[src/rtl/master_port.sv]
// Serial bus master: turns a parallel command plus write/read words into a config frame and bit-serial data.
// Latency: CL config cycles, then a ready handshake, then DATA_WIDTH cycles per word; rdata lands 1 cycle after the final sample.
// Backpressure: cmd_ready only in IDLE; wdata is pulled one word at a time; read sampling stalls while ready=0.
module master_port #(
    parameter int ADDR_DEPTH = 2000,
    parameter int SLAVES     = 3,
    parameter int DATA_WIDTH = 32,
    parameter int S_ID_WIDTH = $clog2(SLAVES + 1),
    parameter int ADDR_WIDTH = $clog2(ADDR_DEPTH),
    parameter int LEN_WIDTH  = 8
) (
    input  logic                  clk,
    input  logic                  rstN,
    input  logic                  cmd_valid,
    output logic                  cmd_ready,
    input  logic [S_ID_WIDTH-1:0] cmd_slave_id,
    input  logic                  cmd_write,
    input  logic                  cmd_burst,
    input  logic [ADDR_WIDTH-1:0] cmd_addr,
    input  logic [LEN_WIDTH-1:0]  cmd_len,
    input  logic [DATA_WIDTH-1:0] wdata,
    input  logic                  wdata_valid,
    output logic                  wdata_ready,
    output logic [DATA_WIDTH-1:0] rdata,
    output logic                  rdata_valid,
    output logic                  done,
    output logic                  control,
    output logic                  wD,
    output logic                  valid,
    output logic                  last,
    input  logic                  rD,
    input  logic                  ready
);

    localparam int CL      = 5 + S_ID_WIDTH + ADDR_WIDTH;
    localparam int CNT_MAX = (CL > DATA_WIDTH) ? CL : DATA_WIDTH;
    localparam int CNT_W   = $clog2(CNT_MAX + 1);
    localparam logic [CNT_W-1:0] CFG_LAST = CNT_W'(CL - 1);
    localparam logic [CNT_W-1:0] BIT_LAST = CNT_W'(DATA_WIDTH - 1);
    localparam logic [CNT_W-1:0] CNT_ONE  = CNT_W'(1);
    localparam logic [LEN_WIDTH:0] WORD_ONE = {{LEN_WIDTH{1'b0}}, 1'b1};

    typedef enum logic [2:0] {
        IDLE,
        CONFIG,
        WAIT_RDY,
        WLOAD,
        WRITE,
        READ,
        FIN
    } state_t;

    state_t state;
    state_t state_nxt;

    logic [CL-1:0]         cfg_sr;
    logic [DATA_WIDTH-1:0] data_sr;
    logic [CNT_W-1:0]      bit_cnt;
    logic [LEN_WIDTH:0]    word_cnt;
    logic [LEN_WIDTH-1:0]  len_q;
    logic                  write_q;

    logic bit_end;
    logic final_word;

    assign bit_end    = (bit_cnt == BIT_LAST);
    // len_q is already forced to 0 for single-word commands, so one compare covers both modes
    assign final_word = (word_cnt == {1'b0, len_q});

    always_ff @(posedge clk or negedge rstN) begin
        if (!rstN) begin
            state <= IDLE;
        end else begin
            state <= state_nxt;
        end
    end

    always_comb begin
        state_nxt   = state;
        cmd_ready   = 1'b0;
        control     = 1'b0;
        wD          = 1'b0;
        valid       = 1'b0;
        last        = 1'b0;
        wdata_ready = 1'b0;
        done        = 1'b0;
        case (state)
            IDLE: begin
                cmd_ready = 1'b1;
                if (cmd_valid) begin
                    state_nxt = CONFIG;
                end
            end
            CONFIG: begin
                control = cfg_sr[CL-1];
                if (bit_cnt == CFG_LAST) begin
                    state_nxt = WAIT_RDY;
                end
            end
            WAIT_RDY: begin
                if (ready) begin
                    state_nxt = write_q ? WLOAD : READ;
                end
            end
            WLOAD: begin
                if (wdata_valid) begin
                    wdata_ready = 1'b1;
                    state_nxt   = WRITE;
                end
            end
            WRITE: begin
                valid = 1'b1;
                wD    = data_sr[DATA_WIDTH-1];
                last  = bit_end && final_word;
                if (bit_end) begin
                    state_nxt = final_word ? FIN : WLOAD;
                end
            end
            READ: begin
                last = ready && bit_end && final_word;
                if (ready && bit_end && final_word) begin
                    state_nxt = FIN;
                end
            end
            FIN: begin
                done      = 1'b1;
                state_nxt = IDLE;
            end
            default: begin
                state_nxt = IDLE;
            end
        endcase
    end

    always_ff @(posedge clk or negedge rstN) begin
        if (!rstN) begin
            cfg_sr      <= '0;
            data_sr     <= '0;
            bit_cnt     <= '0;
            word_cnt    <= '0;
            len_q       <= '0;
            write_q     <= 1'b0;
            rdata       <= '0;
            rdata_valid <= 1'b0;
        end else begin
            rdata_valid <= 1'b0;
            case (state)
                IDLE: begin
                    if (cmd_valid) begin
                        // frame: sync 111, slave id, write flag, burst flag, start address
                        cfg_sr   <= {3'b111, cmd_slave_id, cmd_write, cmd_burst, cmd_addr};
                        write_q  <= cmd_write;
                        len_q    <= cmd_burst ? cmd_len : '0;
                        bit_cnt  <= '0;
                        word_cnt <= '0;
                    end
                end
                CONFIG: begin
                    cfg_sr  <= {cfg_sr[CL-2:0], 1'b0};
                    bit_cnt <= (bit_cnt == CFG_LAST) ? '0 : bit_cnt + CNT_ONE;
                end
                WLOAD: begin
                    if (wdata_valid) begin
                        data_sr <= wdata;
                        bit_cnt <= '0;
                    end
                end
                WRITE: begin
                    data_sr <= {data_sr[DATA_WIDTH-2:0], 1'b0};
                    if (bit_end) begin
                        bit_cnt <= '0;
                        if (!final_word) begin
                            word_cnt <= word_cnt + WORD_ONE;
                        end
                    end else begin
                        bit_cnt <= bit_cnt + CNT_ONE;
                    end
                end
                READ: begin
                    if (ready) begin
                        data_sr <= {data_sr[DATA_WIDTH-2:0], rD};
                        if (bit_end) begin
                            bit_cnt     <= '0;
                            rdata       <= {data_sr[DATA_WIDTH-2:0], rD};
                            rdata_valid <= 1'b1;
                            if (!final_word) begin
                                word_cnt <= word_cnt + WORD_ONE;
                            end
                        end else begin
                            bit_cnt <= bit_cnt + CNT_ONE;
                        end
                    end
                end
                default: begin
                end
            endcase
        end
    end

endmodule
[config.mk]
export PLATFORM = sky130hd
export DESIGN_NAME = master_port
export DESIGN_NICKNAME = d
export VERILOG_FILES = /design/src/rtl/master_port.sv
export SDC_FILE = /design/constraint.sdc
export NUM_CORES = 1
export LEC_CHECK = 0
export CAP_MARGIN = 20
export CORE_MARGIN = 10
export CORE_UTILIZATION = 56
export DETAILED_ROUTE_END_ITERATION = 12
export HOLD_SLACK_MARGIN = 0.12
export PLACE_DENSITY = 0.85
export SLEW_MARGIN = 15
export SYNTH_ARGS = -nofsm -noshare
export SYNTH_HDL_FRONTEND = slang
export SYNTH_SLANG_ARGS = --single-unit
[constraint.sdc]
create_clock -name clk -period 4.3 [get_ports clk]
set_input_delay 0.43 -clock clk [delete_from_list [all_inputs] [get_ports clk]]
set_output_delay 0.43 -clock clk [all_outputs]
set_load 0.01 [all_outputs]
======== Yosys cells after proc, flatten, opt, wreduce, memory -nomap -nowiden ========
Cells that the tools add are included.
word-level totals
  logic and storage cells ................. 79
  memory bits (writable) .................. 0
  memories kept ........................... 0
  output and inout bits ................... 40
  register bits after elaboration ......... 110
  ROM bits ................................ 0
  bits in latches ......................... 0
  input port bits ......................... 61
operators by class
  div/mod/pow operators ................... 0
  equality and inequality tests ........... 16
  add/sub/neg operators ................... 2
  magnitude comparators ................... 0
  mux-type cells .......................... 37
  shift-type cells ........................ 0
  multipliers ............................. 0
  bitwise logic cells ..................... 0
  reduce and logical (&&, ||, !) cells .... 15
operators by type and width
  kind                                            count
  case mux 32 bit (3 select lines)                1
  two-way mux 32 bit                              2
  two-way mux 9 bit                               4
  case mux 18 bit (2 select lines)                1
  two-way mux 6 bit                               5
  case mux 6 bit (5 select lines)                 1
  case mux 9 bit (3 select lines)                 1
  two-way mux 3 bit                               8
  two-way mux 18 bit                              1
  case mux 3 bit (6 select lines)                 1
  inequality test 2 bit (second input constant)   7
  == test 6 x 5 -> 1 bit (second input constant)  2
  two-way mux 1 bit                               10
  adder 9 x 1 -> 9 bit (second input constant)    1
  == test 3 bit (second input constant)           3
  == test 9 x 8 -> 1 bit                          1
  AND reduction 3 bit                             3
  two-way mux 8 bit                               1
  adder 6 x 1 -> 6 bit (second input constant)    1
  == test 3 x 2 -> 1 bit (second input constant)  2
  AND reduction 6 bit                             1
  nonzero test 3 bit                              2
  nonzero test 5 bit                              1
  AND reduction 2 bit                             2
  other kinds (6)                                 8

======== Logic depth before layout (Yosys ltp) ========
Gate-level depths: netlist of run 1.
  word-level depth ........................ 5
  mapped depth ............................ 8
  gate-level depth less buffers ........... 7

======== Worst setup path after synthesis of run 1 ========
No wires, ideal clock.
  path type ............................... reg2reg
  from .................................... reg bit_cnt[1]
  to ...................................... reg state[1]
  buffers on the path ..................... 0
  setup time .............................. 0.082 ns
  stages on the path, launching flop included .. 8
  data arrival time ....................... 1.952 ns
  path slack .............................. 2.265 ns
  period minus slack after synthesis ...... 2.035 ns
  data required time ...................... 4.218 ns
  path through ............................ dfrtp_1 inv_1 ha_1 or2b_2 o311a_1 o21a_1 or4_1 o22ai_1
between the ends
  longest elaborated chain between the ends .. 5
  elaborated cells between the ends (all ways) .. 8
  those cells by class .................... 5 x eq/ne; 3 x reduce/logical
RTL lines
  element                                   RTL line  source
  start, declared                           58        logic [CNT_W-1:0] bit_cnt;
  start signal, assigned                    160       bit_cnt <= (bit_cnt == CFG_LAST) ? '0 : bit_cnt + CNT_ONE;
  start signal, assigned                    176       bit_cnt <= bit_cnt + CNT_ONE;
  start signal, assigned                    190       bit_cnt <= bit_cnt + CNT_ONE;
  == test 6 x 5 -> 1 bit                    66        assign bit_end = (bit_cnt == BIT_LAST);
  logical AND 1 bit (2 in series)           121       if (ready && bit_end && final_word) begin
  inequality test 2 bit (no source line)    -
  AND reduction 6 bit (no source line) (*)  -
  end signal, assigned                      74        state <= state_nxt;
  end, declared                             53        state_t state;
Every way passes the cells marked *; elsewhere a longest branch is shown, timed or not.
A chain may end at the register's enable or synchronous reset.

======== Final worst setup path of run 1 ========
  from .................................... reg state[2]
  to ...................................... out last
between the ends
  longest elaborated chain between the ends .. 2
  elaborated cells between the ends (all ways) .. 3
  those cells by class .................... 2 x eq/ne; 1 x mux
RTL lines
  element                              RTL line  source
  == test 3 bit                        87        case (state)
  case mux 1 bit (2 select lines) (*)  87
  end, declared                        30        output logic last,
Marked as above.

==> run metrics, run 1 <==
outcome finished, final reports clean; Syn-to-layout area delta 23.4%; CTS sink count 110; ANT nets after route 0; synthesized instance count 523; TNS Setup 0 ns; Synth area leader dfrtp_1; crit path to last; # nets final 668; clock tree buffer depth 2; period utilization 72.7%; WL/cell 16.9 um; busiest grt layer met2; synthesized area per cell 9.92 um^2; IO Port Bufs 100; Hold/Removal Path Class in2async; CP required 3.87 ns; RSZ-0062 raised after global routing false; I/O pin count 101; final hold vios 0; Initial Util 57.0%; hpwl dp 8740 um; crit path capture type output pin; Critical Path Start state[2]; Yosys warning total 0; register area share after synthesis 53.1%; row count 35; max-cap violations 0; Storage cell area 2750 um^2; headroom to the max-slew limit 29.7%; Max Slew Vio Count 0; fillcell total 696; met2 Use GR 28.1%; DRC 0; Final Instance Area 6400 um^2; critical path data arrival time 2.69 ns; commonest cells in the netlist nand2_1, dfrtp_1, nor2_1; grt total ovfl 0; Initial DRC Count 396; Max Clk Rate 320 MHz; post-synthesis cell area 5190 um^2; Synth top area share 53.1%; DR vias 4160; Synth area leaders dfrtp_1, nand2_1, mux2_2, a31oi_1, nor2_1; area of the multi-input gates 2220 um^2; met3 Resource Use GR 5.14%; Final min period 3.12 ns; TritonCTS buffer count 9; power density over the cells 556 nW/um^2; Setup Viol. Count Final 0; initial antenna violation count 0; Leakage 2.86 nW; Tightest Pin Transition 1.05 ns; flop-to-flop setup slack 1.38 ns; Routability Congestion 0.835; met1 Use GR 24.5%; H-tree levels 3; CORE AREA 9110 um^2; Reg2Reg Launch Point state[2]; die height 116 um; crit-path max FO 25; Primary FF master, synth dfrtp_1; crit path kind reg2out; clock slew at reported path FFs 0.11 ns; startpoint class of the critical path flip-flop; Total Routed Length 12100 um; die width 116 um; Worst VDD drop 0.000341 V; reg2reg path depth 4; drt via density 5.78; Area after DPL 6180 um^2; Hold Buf Count CTS 0; clock root buffer clkbuf_8; die area 13500 um^2; worst reg2reg path endpoint rdata[18]; CTS tree done; vias in the first global route 4126; drt pass-1 iters 4; post-cts resize count 0; distinct cell type count after synthesis 54; Synth Net Count 587; Skew-Pair Late Insertion Delay 0.38 ns; Total GRT Usage 18.4%; Async SR Flop Fraction 100%; first-pass GRT wire length 20200 um; top-count cell post-synth nand2_1; clk_skew 0.0178 ns; Post-synth EDFFs 0; diodes inserted 0; layout cells sized above 1 10.3%; pin count of the biggest net entering global routing 78; flops & latches, synth 110; number of setup buffers added after CTS 0
cell usage in the layout, fill, tap and decap left out, drive strengths merged, types with 2 or more instances in the layout:
cell,count
o211ai,5
buf,7
clkbuf,9
nor2,41
ha,3
nand2,113
o311a,3
a31oi,32
nor3b,2
a221o,4
clkinv,4
o21ai,26
nand4,4
nor3,12
clkdlybuf4s50,99
nand3b,3
a22o,3
o41ai,2
nand3,16
and3,6
nor4,3
a21oi,6
mux2i,13
inv,10
nor2b,3
mux2,33
or4,4
dfrtp,110
and2,5
xor2,8
layout make-up:
cell class	instances	area share (%)
Clock buffer	9	1.94
Clock inverter	7	1.25
Inverter	8	0.469
Multi-Input combinational cell	369	34.7
Sequential cell	110	43.0
Tap cell	111	2.17
Timing Repair Buffer	106	16.4
worst min path at each step:
stage / end / start / slack, ns / depth (start not counted)
finish: rdata[26] / rstN / 0.16 / 1
global route: rdata[26] / rstN / 0.24 / 1
CTS: rdata[4] / rstN / 0.21 / 1
detailed placement: cfg_sr[13] / cfg_sr[12] / 0.47 / 2
global placement: cfg_sr[11] / cfg_sr[10] / 0.47 / 2
floorplan: bit_cnt[0] / rstN / 0.13 / 0
where the power goes:
part           total (mW)  switching (mW)  internal [mW]
Combinational        1.28           0.745          0.531
Clock               0.625           0.394          0.231
Sequential           1.66           0.301           1.36
Total                3.56            1.44           2.12
state kept, by name, summed over array words and instances (netlist names):
| signal | count |
|---|---|
| data_sr | 32 |
| rdata | 32 |
| cfg_sr | 18 |
| word_cnt | 9 |
| len_q | 8 |
| bit_cnt | 6 |
| state | 3 |
| rdata_valid | 1 |
| write_q | 1 |
metrics by stage:
stage          cells  hold WS (ns)  utilization, %  setup WS [ns]  power (mW)
2_1_floorplan    523         0.134               -           2.27        2.60
3_3_place_gp     703         0.465            67.9           1.44        2.87
3_5_place_dp     703         0.472            67.9           1.35        2.95
4_1_cts          719         0.208            70.1           1.18        3.57
5_1_grt          720         0.239            70.3           1.01        3.86
6_report         720         0.156            70.3           1.18        3.56
layer usage:
metal / up-vias / share of wire, %
met5: - / 0
met4: 0 / 1.3
met3: 14 / 7.8
met2: 119 / 47
met1: 2032 / 44
li1: 1995 / -
cell families after synthesis:
kind of cell,after synthesis,share of synthesized area [%]
adders and majority gates,3,0.724
DFF,110,53.1
muxes,46,9.67
and+or+nand+nor,217,18.5
xor gates and xnor gates,8,1.35
buffers and inverters,44,4.39
AOI/OAI and AO/OA,95,12.3
critical path, stage by stage (launching register included):
cell and delay (ns):
dfrtp_1 0.85, nor2b_2 0.28, o21ai_0 0.20, nor4_1 0.36
clkdlybuf4s50_1 0.64
Note: power is estimated with default switching activity, not from simulation.
==> run 2: changes to the inputs <==
CORE_UTILIZATION = 52   (was 56)
PLACE_DENSITY = 0.8   (was 0.85)
clock period = 2.9 ns   (was 4.3 ns; I/O delays follow)
==> run 2 against run 1 <==
  * Worst hold slack gained 0.29 ns
  * Die area grew 6.4%
  * Largest power group unchanged
  * Power grew 51%
  * Final area grew 1.7%
  * Clock power grew 51%
  * Critical path depth is the same
  * Largest cell class unchanged
  * Combinational power grew 56%
  * Register-to-register slack lost 1.0 ns
  * Final cell count grew 3.9%
==> run metrics, run 2 (synthesis results as in run 1) <==
grt total ovfl 0; Final min period 2.69 ns; power density over the cells 824 nW/um^2; most frequent cells in the layout nand2_1, dfrtp_1, clkdlybuf4s50_1, nor2_1, mux2_2; pin count of the biggest net entering global routing 69; Reg2Reg Launch Point bit_cnt[0]; Setup Viol. Count Final 0; Initial DRC Count 369; final hold vios 0; CP required 2.61 ns; die area 14400 um^2; fillcell total 783; IO Port Bufs 100; TNS Setup 0 ns; max-cap violations 0; worst reg2reg path endpoint word_cnt[1]; clock root buffer clkbuf_8; Final Instance Area 6510 um^2; crit path capture type output pin; outcome finished, final reports clean; DR vias 4211; row count 36; met1 Use GR 22.3%; final hold slack 0.446 ns; Leakage 2.91 nW; die width 120 um; headroom to the max-slew limit 33.0%; top flop regs data_sr x32, rdata x32, cfg_sr x18; initial antenna violation count 0; H-tree levels 3; met2 Use GR 28.5%; startpoint class of the critical path flip-flop; flop-to-flop setup slack 0.37 ns; layout cells sized above 1 11.5%; busiest grt layer met2; clock slew at reported path FFs 0.12 ns; drt pass-1 iters 4; post-route core utilization 66.9%; crit-path max FO 33; Tightest Pin Transition 0.999 ns; CORE AREA 9730 um^2; Max Slew Vio Count 0; Area after DPL 6270 um^2; CTS sink count 110; critical path data arrival time 2.40 ns; TritonCTS buffer count 9; DRC 0; HP Start wdata[10]; RSZ-0062 raised after global routing false; die height 120 um; commonest non-fill, non-tap cell in the layout nand2_1; diodes inserted 0; Total GRT Usage 17.5%; # nets final 674; Total Routed Length 12400 um; Syn-to-layout area delta 25.4%; Hold/Removal Path Class in2reg; Routability Congestion 0.868; WL/cell 16.5 um; Initial Util 53.3%; first-pass GRT wire length 20900 um; Skew-Pair Late Insertion Delay 0.39 ns; crit path kind reg2out; met3 Resource Use GR 5.20%; period utilization 92.9%; Worst VDD drop 0.000559 V; hold path depth 3; clk_skew 0.0159 ns; Hold EP data_sr[10]; number of setup buffers added after CTS 0; vias in the first global route 4281; drt via density 5.63; clock tree buffer depth 2; reg2reg path depth 6; hpwl dp 9020 um; Max Clk Rate 371 MHz; ANT nets after route 0; CTS tree done; I/O pin count 101
run 2: area by class of cell:
cell class	count	area, um^2	area share, %
inverter	8	30.0	0.462
clock inverter	7	86.3	1.33
sequential	110	2750	42.3
timing repair buffer	112	1110	17.0
tap	133	166	2.56
clock buffer	9	124	1.90
multi-input combinational	369	2240	34.4
run 2: stage by stage:
step / power, mW / setup slack [ns] / std cells
finish: 5.36 / 0.206 / 748
global route: 5.79 / 0.0809 / 748
CTS: 5.38 / 0.0336 / 748
detailed placement: 4.43 / 0.413 / 731
global placement: 4.30 / 0.443 / 731
floorplan: 3.86 / 0.865 / 523
run 2: metal layers:
metal	up-vias	routed length, um
li1	2010	-
met1	2036	5490
met2	149	5850
met3	16	888
met4	0	143
met5	-	0
run 2: what timing repair did:
| item | 4_1_cts | 5_1_grt |
|---|---|---|
| endpoints found under the hold margin | 67 | 0 |
| gates resized for setup | 1 | 3 |
| setup endpoints to repair | 1 | 1 |
| hold buffers | 1 | 0 |
run 2: worst max path at each step:
stage,endpoint,startpoint
floorplan,state[1],bit_cnt[1]
global placement,last,word_cnt[4]
detailed placement,last,word_cnt[4]
CTS,last,word_cnt[6]
global route,wD,state[1]
finish,wD,state[1]
run 2: where the power goes:
group / total [mW] / internal, mW / switching [mW]
Sequential: 2.42 / 2.01 / 0.402
Clock: 0.945 / 0.350 / 0.595
Combinational: 2.00 / 0.823 / 1.17
run 2: critical path: stages (launching register included):
cell and delay [ns]:
dfrtp_1 0.52, nor2b_2 0.30, buf_4 0.40, and3_1 0.25, clkdlybuf4s50_1 0.56
==> run 3: changes to the inputs <==
CORE_MARGIN = 5   (was 10)
TNS_END_PERCENT = 1   (was not set)
==> run 3 against run 2 <==
  * Largest power group unchanged
  * Combinational power barely moved
  * Setup slack lost 0.053 ns
  * Critical path depth rose by 1
  * Die area fell by 16%
  * Maximum frequency is 1.9% lower
  * Power down 0.14%
  * Sequential share of layout area unchanged
  * Via count decreased by 0.12%
  * Sequential power about the same
  * First-iteration DRC count down 18%
==> run metrics, run 3 (synthesis results as in run 1) <==
Final Instance Area 6510 um^2; die height 110 um; CP delay by family, top simple AND/OR/NAND/NOR gates; layout cells sized above 1 11.5%; final hold vios 0; IO Port Bufs 100; crit-path max FO 8; WL/cell 15.9 um; met2 WL 5760 um; clock tree buffer depth 2; initial antenna violation count 0; # nets final 675; drt via density 5.62; setup ws final 0.153 ns; vias in the first global route 4137; WL met3 884 um; Skew-Pair Late Insertion Delay 0.38 ns; CORE AREA 9770 um^2; power density over the cells 822 nW/um^2; ANT nets after route 0; critical-path cell list xor2_1 -> nor4_2 -> nand3_1 -> nor4_2 -> clkdlybuf4s50_1; CTS tree done; Non-Filler Instances 749; Routability Congestion 0.831; die width 110 um; diodes inserted 0; Area after DPL 6280 um^2; CTS sink count 110; outcome finished, final reports clean; Worst VDD drop 0.000469 V; most used cell, CP nor4_2; drt pass-1 iters 6; clk_skew 0.0156 ns; Max Clk Rate 364 MHz; DR vias 4206; Place WS 0.378 ns; clock slew at reported path FFs 0.11 ns; Initial DRC Count 301; Hold/Removal Path Class in2async; critical path data arrival time 2.46 ns; Initial Util 53.1%; top flop regs data_sr x32, rdata x32, cfg_sr x18; Total GRT Usage 20.5%; commonest non-fill, non-tap cell in the layout nand2_1; Leakage 2.90 nW; max-cap violations 0; Setup Viol. Count Final 0; die area 12100 um^2; Tightest Pin Transition 0.755 ns; Placed Cells 731; Final min period 2.75 ns; pin count of the biggest net entering global routing 65; CP required 2.61 ns; grt total ovfl 0; period utilization 94.7%; TritonCTS buffer count 9; startpoint class of the critical path flip-flop; Max Slew Vio Count 0; crit path kind reg2out; CP peak stage delay 0.59 ns; Total Routed Length 11900 um; I/O pin count 101; row count 36; most frequent cells in the layout nand2_1, dfrtp_1, clkdlybuf4s50_1, nor2_1, mux2_2; DR top layer met4; DRC 0; met1 wire length 5130 um; Syn-to-layout area delta 25.4%; hpwl dp 8440 um; headroom to the max-slew limit 49.6%; clock root buffer clkbuf_8; Crit-path slowest cell clkdlybuf4s50_1; first-pass GRT wire length 19700 um; crit path capture type output pin; H-tree levels 3; Buf+Inv Stages, Crit Path 1; number of setup buffers added after CTS 0
-- run 3: metrics by stage --
stage                     hold WS (ns)   TNS, ns  util [%]  power [mW]
after floorplan               -0.00559         0         -        3.86
after global placement           0.260         0      64.2        4.31
after detailed placement         0.259         0      64.2        4.43
after CTS                        0.395         0      66.4        5.35
after global routing             0.409  -0.00152      66.6        5.77
final                            0.388         0      66.6        5.35
-- run 3: worst paths after layout --
path                       cells past startpoint  slack (ns)          end   startpoint
setup / recovery                               5        0.15         last  word_cnt[4]
hold / removal                                 2        0.39    rdata[26]         rstN
setup reg to reg                               7        0.49  word_cnt[5]   bit_cnt[0]
hold reg to reg                                2        0.50    cfg_sr[5]    cfg_sr[4]
max in group asynchronous                      3        1.72    rdata[17]         rstN
min in group clk                               3        0.45  data_sr[10]    wdata[10]
-- run 3: cell type report --
| type | instances | area (um^2) |
|---|---|---|
| Clock buffer | 9 | 124 |
| Clock inverter | 7 | 73.8 |
| Fill cell | 788 | 3270 |
| Inverter | 8 | 30.0 |
| Multi-Input combinational cell | 369 | 2240 |
| Sequential cell | 110 | 2750 |
| Tap cell | 133 | 166 |
| Timing Repair Buffer | 113 | 1120 |
-- run 3: repair_timing --
action,CTS,global route
setup endpoints to repair,0,1
hold buffers,1,0
gates resized for setup,0,2
endpoints found under the hold margin,31,0
-- run 3: where the power goes --
group / leakage, nW / internal, mW / total [mW] / switching, mW
sequential: 1.39 / 2.01 / 2.42 / 0.411
clock: 0.102 / 0.345 / 0.919 / 0.574
combinational: 1.40 / 0.837 / 2.01 / 1.17
total: 2.90 / 3.20 / 5.35 / 2.16
-- run 3: layer usage --
metal | global-route usage (%) | up-vias
met5 | 0 | -
met1 | 27.8 | 2025
met2 | 33.5 | 162
met3 | 4.11 | 12
li1 | - | 2007
met4 | 5.34 | 0
